File: src/rtl/seek_step_monitor.sv
// ST-506 seek monitor: groups STEP pulses into seeks, tracks the head cylinder and pulses
// seek_start/seek_complete/seek_error. Define SEEK_TRACK0_CHECK_EN for TRACK0 cross-check and resync.
module seek_step_monitor #(
  parameter int unsigned STEP_GAP_CLKS     = 90000,
  parameter int unsigned SEEK_TIMEOUT_CLKS = 300000000,
  parameter int unsigned MAX_CYL           = 1023
) (
  input  logic        clk,
  input  logic        reset,
  input  logic        step,
  input  logic        dir,
  input  logic        drive_seek_complete,
  input  logic        track0,
  output logic        seek_start,
  output logic        seek_complete,
  output logic        seek_error,
  output logic [15:0] seek_distance,
  output logic [15:0] current_cylinder,
  output logic        seek_busy
);

  localparam int GAP_W = $clog2(STEP_GAP_CLKS + 1);
  localparam int TMO_W = $clog2(SEEK_TIMEOUT_CLKS + 1);
  localparam logic [GAP_W-1:0] GAP_LAST = GAP_W'(STEP_GAP_CLKS - 1);
  localparam logic [TMO_W-1:0] TMO_LAST = TMO_W'(SEEK_TIMEOUT_CLKS - 1);
  localparam logic [15:0] CYL_TOP = 16'(MAX_CYL);
  localparam logic signed [16:0] NET_MAX = 17'sd65535;
  localparam logic signed [16:0] NET_MIN = -17'sd65535;

  typedef enum logic [1:0] {IDLE, STEPPING, SETTLE} state_t;

  state_t state, state_n;
  logic step_d, step_edge;
  logic moved;
  logic [15:0] base_cyl, stepped_cyl, cyl_n, dist_n;
  logic signed [16:0] net, net_n, net_fresh, net_acc;
  logic [16:0] abs_net;
  logic [GAP_W-1:0] gap_cnt, gap_n;
  logic [TMO_W-1:0] tmo_cnt, tmo_n;
  logic busy_n, start_n, complete_n, error_n;

  assign step_edge = step & ~step_d;

  // Effect of a step on this cycle: blocked steps leave both cylinder and net untouched.
  always_comb begin
    base_cyl = current_cylinder;
`ifdef SEEK_TRACK0_CHECK_EN
    if (state == IDLE && track0) base_cyl = '0;
`endif
    moved = 1'b0;
    stepped_cyl = base_cyl;
    if (dir) begin
      if (base_cyl < CYL_TOP) begin
        moved = 1'b1;
        stepped_cyl = base_cyl + 16'd1;
      end
    end else if (base_cyl != 16'd0 && !track0) begin
      moved = 1'b1;
      stepped_cyl = base_cyl - 16'd1;
    end
    net_fresh = !moved ? 17'sd0 : (dir ? 17'sd1 : -17'sd1);
    net_acc = net;
    if (moved) begin
      if (dir && net != NET_MAX) net_acc = net + 17'sd1;
      else if (!dir && net != NET_MIN) net_acc = net - 17'sd1;
    end
    abs_net = net[16] ? 17'(-net) : 17'(net);
  end

  always_comb begin
    state_n    = state;
    busy_n     = seek_busy;
    net_n      = net;
    cyl_n      = current_cylinder;
    gap_n      = gap_cnt;
    tmo_n      = tmo_cnt;
    dist_n     = seek_distance;
    start_n    = 1'b0;
    complete_n = 1'b0;
    error_n    = 1'b0;
    case (state)
      IDLE: begin
        cyl_n = base_cyl;
        if (step_edge) begin
          state_n = STEPPING;
          busy_n  = 1'b1;
          net_n   = net_fresh;
          cyl_n   = stepped_cyl;
          gap_n   = '0;
        end
      end
      STEPPING: begin
        if (step_edge) begin
          net_n = net_acc;
          cyl_n = stepped_cyl;
          gap_n = '0;
        end else if (gap_cnt == GAP_LAST) begin
          state_n = SETTLE;
          start_n = 1'b1;
          dist_n  = abs_net[16] ? 16'hFFFF : abs_net[15:0];
          tmo_n   = '0;
        end else begin
          gap_n = gap_cnt + GAP_W'(1);
        end
      end
      SETTLE: begin
        // A new step wins over a same-cycle ready so no step is ever lost.
        if (step_edge) begin
          error_n = 1'b1;
          state_n = STEPPING;
          net_n   = net_fresh;
          cyl_n   = stepped_cyl;
          gap_n   = '0;
        end else if (drive_seek_complete) begin
          state_n = IDLE;
          busy_n  = 1'b0;
`ifdef SEEK_TRACK0_CHECK_EN
          if ((current_cylinder == 16'd0) != track0) error_n = 1'b1;
          else complete_n = 1'b1;
          if (track0) cyl_n = '0;
`else
          complete_n = 1'b1;
`endif
        end else if (tmo_cnt == TMO_LAST) begin
          state_n = IDLE;
          busy_n  = 1'b0;
          error_n = 1'b1;
        end else begin
          tmo_n = tmo_cnt + TMO_W'(1);
        end
      end
      default: state_n = IDLE;
    endcase
  end

  always_ff @(posedge clk) begin
    if (reset) begin
      state            <= IDLE;
      step_d           <= 1'b0;
      net              <= '0;
      gap_cnt          <= '0;
      tmo_cnt          <= '0;
      seek_busy        <= 1'b0;
      seek_start       <= 1'b0;
      seek_complete    <= 1'b0;
      seek_error       <= 1'b0;
      seek_distance    <= '0;
      current_cylinder <= '0;
    end else begin
      state            <= state_n;
      step_d           <= step;
      net              <= net_n;
      gap_cnt          <= gap_n;
      tmo_cnt          <= tmo_n;
      seek_busy        <= busy_n;
      seek_start       <= start_n;
      seek_complete    <= complete_n;
      seek_error       <= error_n;
      seek_distance    <= dist_n;
      current_cylinder <= cyl_n;
    end
  end

endmodule

File: config.mk
export PLATFORM = sky130hd
export DESIGN_NAME = seek_step_monitor
export DESIGN_NICKNAME = d
export VERILOG_FILES = /design/src/rtl/seek_step_monitor.sv
export SDC_FILE = /design/constraint.sdc
export NUM_CORES = 1
export LEC_CHECK = 0
export BUFFER_PORTS_ARGS = -buffer_cell sky130_fd_sc_hd__buf_2
export CAP_MARGIN = 20
export CORE_MARGIN = 4
export CORE_UTILIZATION = 35
export CTS_BUF_LIST = sky130_fd_sc_hd__clkbuf_4 sky130_fd_sc_hd__clkbuf_8 sky130_fd_sc_hd__clkbuf_16
export CTS_CLUSTER_SIZE = 24
export DETAILED_ROUTE_END_ITERATION = 16
export MAX_ROUTING_LAYER = met4
export PLACE_DENSITY = 0.55
export SETUP_SLACK_MARGIN = 0.3
export SLEW_MARGIN = 20
export SYNTH_ARGS = -nofsm -noshare
export SYNTH_HDL_FRONTEND = slang
export SYNTH_SLANG_ARGS = --single-unit
export TNS_END_PERCENT = 10
File: constraint.sdc
create_clock -name clk -period 8.5 [get_ports clk]
set_input_delay 1.275 -clock clk [delete_from_list [all_inputs] [get_ports clk]]
set_output_delay 1.275 -clock clk [all_outputs]
set_load 0.01 [all_outputs]
==> results by group, run 1 <==
Outcome
  • Status: finished clean

Worst setup path
  • Critical path endpoint: current_cylinder[15]
  • Max incr delay on CP: 0.46 ns
  • CP bufs+invs: 2
  • CP Launch Point: dir
  • Delay-heaviest family, CP: compound AO/OA/AOI/OAI gates
  • WS Path Type: input port to flop
  • Slowest cell on the critical path: inv_1
  • RR Startpoint: net[0]
  • Flop-to-flop setup slack: 5.00 ns
  • CP arrival: 3.99 ns
  • Crit Path Max Fanout: 16
  • R2R depth: 12
  • Setup crit start kind: input port
  • Worst setup EP type: flop
  • Critical Path RT: 8.76 ns
  • FF-to-FF End: net[15]
  • CP Depth: 10
  • Worst path cell trace: buf_2 > inv_1 > ha_1 > a211oi_1 > o21a_1 > or3_1 > a31oi_1 > a221oi_1 > mux2i_1 > mux2_2

CTS
  • Maximum buffer depth of the clock tree: 2
  • Root Driver: clkbuf_16
  • H-tree levels: 3
  • Cts bufs inserted: 9
  • Postcts setup bufs: 0
  • PostCTS Resize Cnt: 0
  • CTS tree: built
  • Post-cts hold buffer count: 0
  • Clock transition at the registers of the reported paths: 0.07 ns
  • CTS Sinks: 102
  • Skew-Pair Late Insertion Delay: 0.36 ns

Finish
  • Register area: 2040 um^2
  • Share of post-route cells with drive strength above 1: 10.4%
  • Area grow syn2layout: 11.3%
  • Final Net Count: 825
  • # fillers: 1811
  • Multi-input gate area: 3980 um^2
  • Fin util: 39.9%

Place
  • Routability Congestion: 0.833
  • HPWL after detailed placement: 10400 um
  • PortBufs: 41

Route
  • Wirelength, routed: 14700 um
  • 1st-iter DRT viols: 211
  • Number of routed nets with antenna violations: 0
  • DR vias: 5358
  • Drt via density: 5.28
  • Wirelength per Cell: 14.5 um
  • DRC violations left: 0
  • First-pass DRT Iterations: 5

Timing
  • Period utilization: 43.9%
  • Worst Tran Pin Value: 1.03 ns
  • Final setup TNS: 0 ns
  • Max Slew Vio Count: 0
  • Final Hold Vio Count: 0
  • Setup violators final: 0
  • Final min period: 3.73 ns
  • FMAX: 268 MHz
  • Slew margin rel.: 31.2%
  • RSZ-0062 raised after global routing: false
  • Fin Clk Skew: 0.0106 ns

Yosys
  • FF+latch count, synth: 102
  • Async SR Flop Fraction: 0%
  • Largest cells by area after synthesis: dfxtp_1 33%, ha_1 6.8%, nor2_1 6.4%
  • Top post-synthesis cells by count: 106 x nor2_1, 102 x dfxtp_1, 63 x a21oi_1
  • Synth Instances: 756
  • Synth unique cells: 68
  • Count leader, synth: nor2_1
  • Synth Flop Type: dfxtp_1
  • Sequential cell area fraction in the yosys report: 32.8%
  • Synth warn: 0
  • Syn Nets: 798
  • Cell taking the most area after synthesis: dfxtp_1
  • EDFF count, synth: 0
  • Syn Std Cell Area: 6220 um^2
  • Mapped Avg Cell Area: 8.23 um^2
  • Share of the synthesized area in the top cell type: 32.8%

Floorplanning
  • Die area: 20000 um^2
  • Die Span Y: 141 um
  • Die X-Extent: 141 um
  • Core outline area: 17400 um^2
  • Ports: 42
  • Row Count: 48
  • Initial Util: 35.9%

GRT
  • GRT Util Overall: 15.5%
  • Largest net degree at the start of global routing: 73
  • Grt total ovfl: 0
  • Initial antenna violation count: 1
  • Vias in the first global route: 5009
  • First-pass GRT wire length: 25000 um

Hold path
  • Worst Min Path Start: gap_cnt[1]
  • WHS Path Cells: 2
  • Worst Hold Class: flop to flop

Run
  • Maximum capacitance violations: 0

Power and ir drop
  • Max VDD drop: 0.000108 V
  • Leak: 0.00267 uW
  • Pwr Density: 180 nW/um^2
[cell usage in the layout (no fill, tap or decap), types with 4 or more instances in the layout]
cell	instances
o21ai_0	27
a21o_1	13
nor3_1	17
mux2i_1	12
o211ai_1	5
and2_1	4
xor2_1	41
or4_1	5
ha_1	34
inv_1	19
dfxtp_1	102
nor2b_1	6
nor2_1	106
clkbuf_16	9
a21oi_1	62
nor4_1	7
o21a_1	6
nand3b_1	5
and3_1	7
nand2b_1	7
buf_4	7
a31oi_1	8
nand2_1	49
buf_2	41
and4_1	5
nand4_1	19
xnor2_1	26
or3_1	13
a211oi_1	33
o31ai_1	11
nand3_1	24
[power by group]
group          leakage, uW  total, uW  switching [uW]  internal [uW]
registers         0.000827        534            35.3            499
logic              0.00171        300             174            126
clock network     0.000138        416             199            217
total              0.00267       1250             408            841
[how the worst min path moves through the flow]
stage                            end  slack [ns]
final                     gap_cnt[1]        0.50
after global routing      tmo_cnt[2]        0.53
after CTS                 gap_cnt[1]        0.50
after detailed placement  gap_cnt[1]        0.49
after global placement    gap_cnt[1]        0.49
after floorplan           gap_cnt[1]        0.46
[cell families (layout without fill, tap and decap cells)]
group,after synthesis,count (layout),share of synthesized area (%)
adders and majority gates,36,36,7.48
other,0,1,0
DFF,102,102,32.8
muxes,14,14,2.29
and+or+nand+nor,289,289,23.3
xor gates and xnor gates,67,67,9.43
buffers and inverters,51,83,3.46
AOI/OAI and AO/OA,197,197,21.2
[metrics by stage]
step | cells | area (um^2) | hold WS [ns] | worst slack (ns) | power, uW
after CTS | 1013 | 6930 | 0.502 | 4.74 | 1260
after global placement | 997 | 6630 | 0.488 | 4.35 | 848
final | 1014 | 6930 | 0.498 | 4.77 | 1250
after floorplan | 756 | 6220 | 0.463 | 4.04 | 772
after global routing | 1014 | 6930 | 0.535 | 4.55 | 1320
after detailed placement | 997 | 6630 | 0.491 | 4.35 | 845
[flip-flops by register name, summed over array words and instances, names as in the netlist]
signal,flops
state,2
tmo_cnt,29
current_cylinder,16
step_d,1
net,17
seek_start,1
seek_complete,1
seek_error,1
gap_cnt,17
seek_distance,16
seek_busy,1
[layer usage]
metal / routed length [um] / GRT usage [%]
met1: 7510 / 21.0
met2: 6690 / 23.8
met3: 358 / 3.51
met4: 136 / 3.47
met5: 0 / -
[layout make-up]
cell class | count | area share [%]
inverters | 19 | 1.03
multi-input cells | 603 | 57.4
clock inverters | 5 | 0.596
repair buffers | 48 | 3.72
diodes | 1 | 0.0361
flip-flops and latches | 102 | 29.5
well taps | 225 | 4.06
clock buffers | 11 | 3.65
[tightest hold or removal path, stage by stage (launching register included)]
cell,delay (ns)
dfxtp_1,0.34
nand2_1,0.06
a21oi_1,0.05
No activity file was read; power rests on OpenSTA's default activity.
==> run 2: changes to the inputs <==
--- a/config.mk
+++ b/config.mk
@@ -5,6 +5,7 @@
 export SDC_FILE = /design/constraint.sdc
 export NUM_CORES = 1
 export LEC_CHECK = 0
+export ABC_AREA = 1
 export BUFFER_PORTS_ARGS = -buffer_cell sky130_fd_sc_hd__buf_2
 export CAP_MARGIN = 20
 export CORE_MARGIN = 4
@@ -13,7 +14,7 @@
 export CTS_CLUSTER_SIZE = 24
 export DETAILED_ROUTE_END_ITERATION = 16
 export MAX_ROUTING_LAYER = met4
-export PLACE_DENSITY = 0.55
+export PLACE_DENSITY = 0.56
 export SETUP_SLACK_MARGIN = 0.3
 export SLEW_MARGIN = 20
 export SYNTH_ARGS = -nofsm -noshare
==> constraint.sdc (replaced) <==
create_clock -name clk -period 3.23 [get_ports clk]
set_input_delay 0.4845 -clock clk [delete_from_list [all_inputs] [get_ports clk]]
set_output_delay 0.4845 -clock clk [all_outputs]
set_load 0.01 [all_outputs]
==> run 2 against run 1 <==
Register-to-register slack got worse by 4.3 ns. Cell count is 53% higher. Clock power grew to 3.1 times the previous value. Sequential share of layout area is 4.9 points lower. Critical path depth rose by 7. Hold slack got worse by 0.10 ns. Worst setup slack worse by 4.1 ns. Non-clock buffer count grew 7. Critical endpoint is now net[14]. Highest routed layer unchanged.
==> results by group, run 2 <==
Timing
  • Period utilization: 78.7%
  • RSZ-0062 raised after global routing: false
  • FMAX: 393 MHz
  • Final min period: 2.54 ns
  • Max Slew Vio Count: 0 (unchanged)
  • Fin Clk Skew: 0.0106 ns (-0.0000465 ns)
  • Slew margin rel.: 50.3% (+19 points)
  • Final Hold Vio Count: 0 (unchanged)
  • Final worst setup slack: 0.687 ns (-4.08 ns)
  • Worst Tran Pin Value: 0.745 ns (-0.288 ns)
  • Setup violators final: 0 (unchanged)
  • Final setup TNS: 0 ns (unchanged)

CTS
  • Post-cts hold buffer count: 0 (unchanged)
  • Maximum buffer depth of the clock tree: 2 (unchanged)
  • Root Driver: clkbuf_16
  • Clock transition at the registers of the reported paths: 0.07 ns (about the same)
  • Postcts setup bufs: 0 (unchanged)
  • CTS Sinks: 102 (unchanged)
  • PostCTS Resize Cnt: 0 (unchanged)
  • Cts bufs inserted: 9 (unchanged)
  • Skew-Pair Late Insertion Delay: 0.36 ns (about the same)
  • CTS tree: built
  • H-tree levels: 3 (unchanged)

Finish
  • Final Net Count: 1318 (+60%)
  • # fillers: 2285 (+26%)
  • Largest Register: tmo_cnt
  • Register area: 2040 um^2 (unchanged)
  • # diodes: 0 (-1)
  • Regs by FF count: tmo_cnt: 29 flops, gap_cnt: 17 flops, net: 17 flops
  • Most common cell after layout, fill and taps aside: nand2_1
  • Area grow syn2layout: 10.9%
  • Multi-input gate area: 4760 um^2 (+20%)
  • Commonest cells after routing, fill and taps aside: 402 x nand2_1, 189 x nor2_1, 132 x inv_1
  • Post-route cell area: 8300 um^2 (+20%)
  • Max reg flops: 29 (unchanged)
  • Share of post-route cells with drive strength above 1: 7.26% (-3.1 points)

GRT
  • Grt total ovfl: 0 (unchanged)
  • Vias in the first global route: 6977 (+39%)
  • First-pass GRT wire length: 34900 um (+39%)
  • GRT Util Overall: 18.0% (+2.5 points)
  • Initial antenna violation count: 0 (-1)
  • Largest net degree at the start of global routing: 44 (-40%)

Yosys
  • Mapped Avg Cell Area: 6.02 um^2 (-27%)
  • Largest cells by area after synthesis: dfxtp_1 27%, nand2_1 20%, nor2_1 9.5%
  • Async SR Flop Fraction: 0% (unchanged)
  • Synth warn: 0 (unchanged)
  • Synth Instances: 1243 (+64%)
  • Top post-synthesis cells by count: 402 x nand2_1, 189 x nor2_1, 132 x inv_1
  • Synth unique cells: 46 (-32%)
  • Share of the synthesized area in the top cell type: 27.3% (-5.5 points)
  • Synth Flop Type: dfxtp_1
  • Syn Nets: 1285 (+61%)
  • Syn Std Cell Area: 7490 um^2 (+20%)
  • Count leader, synth: nand2_1
  • Sequential cell area fraction in the yosys report: 27.3% (-5.5 points)
  • EDFF count, synth: 0 (unchanged)
  • Cell taking the most area after synthesis: dfxtp_1
  • FF+latch count, synth: 102 (unchanged)

Worst setup path
  • Setup crit start kind: flop
  • Critical Path RT: 3.53 ns (-5.23 ns)
  • Crit Path Max Fanout: 17 (+1)
  • Flop-to-flop setup slack: 0.69 ns (-4.31 ns)
  • R2R depth: 17 (+5)
  • Worst setup EP type: flop
  • FF-to-FF End: net[14]
  • RR Startpoint: net[11]
  • WS Path Type: flop to flop
  • CP arrival: 2.84 ns (-1.15 ns)

Floorplanning
  • Die Span Y: 154 um (+9.1%)
  • Die area: 23800 um^2 (+19%)
  • Ports: 42 (unchanged)
  • Initial Util: 35.6% (-0.24 points)
  • Core outline area: 21000 um^2 (+21%)
  • Row Count: 53 (+10%)
  • Die X-Extent: 154 um (+9.1%)

Hold path
  • WHS Path Cells: 3 (+1)
  • Hold endpoint: step_d
  • Worst Hold Class: input port to flop
  • Worst Min Path Start: step

Power and ir drop
  • Pwr Total: 3550 uW (+180%)
  • Leak: 0.00362 uW (+35%)
  • Max VDD drop: 0.000242 V (+120%)
  • Pwr Density: 427 nW/um^2 (+140%)

Outcome
  • Status: finished clean

Route
  • Drt via density: 4.81 (-9.0%)
  • 1st-iter DRT viols: 426 (+100%)
  • DRC violations left: 0 (unchanged)
  • Wirelength per Cell: 13.1 um (-9.3%)
  • DR vias: 7484 (+40%)
  • Number of routed nets with antenna violations: 0 (unchanged)
  • First-pass DRT Iterations: 5 (unchanged)
  • Wirelength, routed: 20500 um (+39%)

Run
  • Maximum capacitance violations: 0 (unchanged)

Place
  • HPWL after detailed placement: 15400 um (+48%)
  • Dpl cell area: 7960 um^2 (+20%)
  • Place WS: 0.657 ns (-3.69 ns)
  • Routability Congestion: 0.901 (+8.1%)
  • PortBufs: 41 (unchanged)
## run 2: cell count changes after synthesis, moves of 12 or more
cell / change
a211oi_1: -27
a21oi_1: +37
clkbuf_1: -13
inv_1: +113
mux2i_1: -12
nand2_1: +353
nand3_1: +77
nand4_1: -14
nor2_1: +83
or3_1: -13
xor2_1: -22
## run 2: how the worst max path moves through the flow
stage	start	endpoint	slack, ns	depth (start not counted)
2_1_floorplan	net[0]	net[5]	0.46	13
3_3_place_gp	net[1]	net[14]	0.72	18
3_5_place_dp	dir	current_cylinder[9]	0.66	10
4_1_cts	net[1]	net[14]	0.68	18
5_1_grt	net[1]	net[14]	0.33	18
6_report	net[11]	net[14]	0.69	17
## run 2: cells by family (layout without fill, tap and decap cells)
| group | count (synthesis) | after routing | synth area share, % |
|---|---|---|---|
| flops | 102 | 102 | 27.3 |
| compound gates | 167 | 167 | 12.2 |
| simple gates | 738 | 738 | 41.2 |
| xor+xnor | 34 | 34 | 3.98 |
| buf+inv | 166 | 204 | 9.14 |
| fa+ha+maj | 36 | 36 | 6.22 |
## run 2: area by class of cell
cell class	count	area share, %
sequential	102	24.6
multi-input combinational	975	57.4
clock inverter	7	1.45
timing repair buffer	55	3.74
tap	275	4.14
clock buffer	9	2.71
inverter	133	6.01
## run 2: report_power, final
| group | internal, uW | switching [uW] | total (uW) | leakage (uW) |
|---|---|---|---|---|
| clock network | 763 | 526 | 1290 | 0.000166 |
| logic | 306 | 566 | 872 | 0.00262 |
| registers | 1310 | 77.4 | 1390 | 0.000828 |
| total | 2380 | 1170 | 3550 | 0.00362 |
## run 2: through the flow
step	instances	util, %	hold WS [ns]
final	1556	39.5	0.398
after detailed placement	1540	37.9	0.473
after floorplan	1243	-	0.449
after global placement	1540	37.9	0.472
after CTS	1556	39.5	0.391
after global routing	1556	39.5	0.424
## run 2: per-layer routing
| layer | vias to the layer above | GRT usage, % | share of wire [%] |
|---|---|---|---|
| met5 | - | - | 0 |
| met4 | 0 | 5.38 | 1.7 |
| met3 | 22 | 1.73 | 2.6 |
| met2 | 90 | 28.5 | 45 |
| met1 | 3346 | 24.6 | 50 |
| li1 | 4026 | - | - |
## run 2: critical path: stages (launching register included)
cell and delay, ns:
dfxtp_1 0.48, nand2_1 0.09, nor2_1 0.09, nand2_1 0.11, o21ai_1 0.15, buf_4 0.27, ha_1 0.34, nand2_1 0.18
inv_1 0.05, nand2_1 0.06, nand3_1 0.10, a21oi_1 0.13, nand2_1 0.09, nand2_1 0.06, nand2_1 0.04, nor2_1 0.09
nor2_1 0.04, nor2_1 0.08
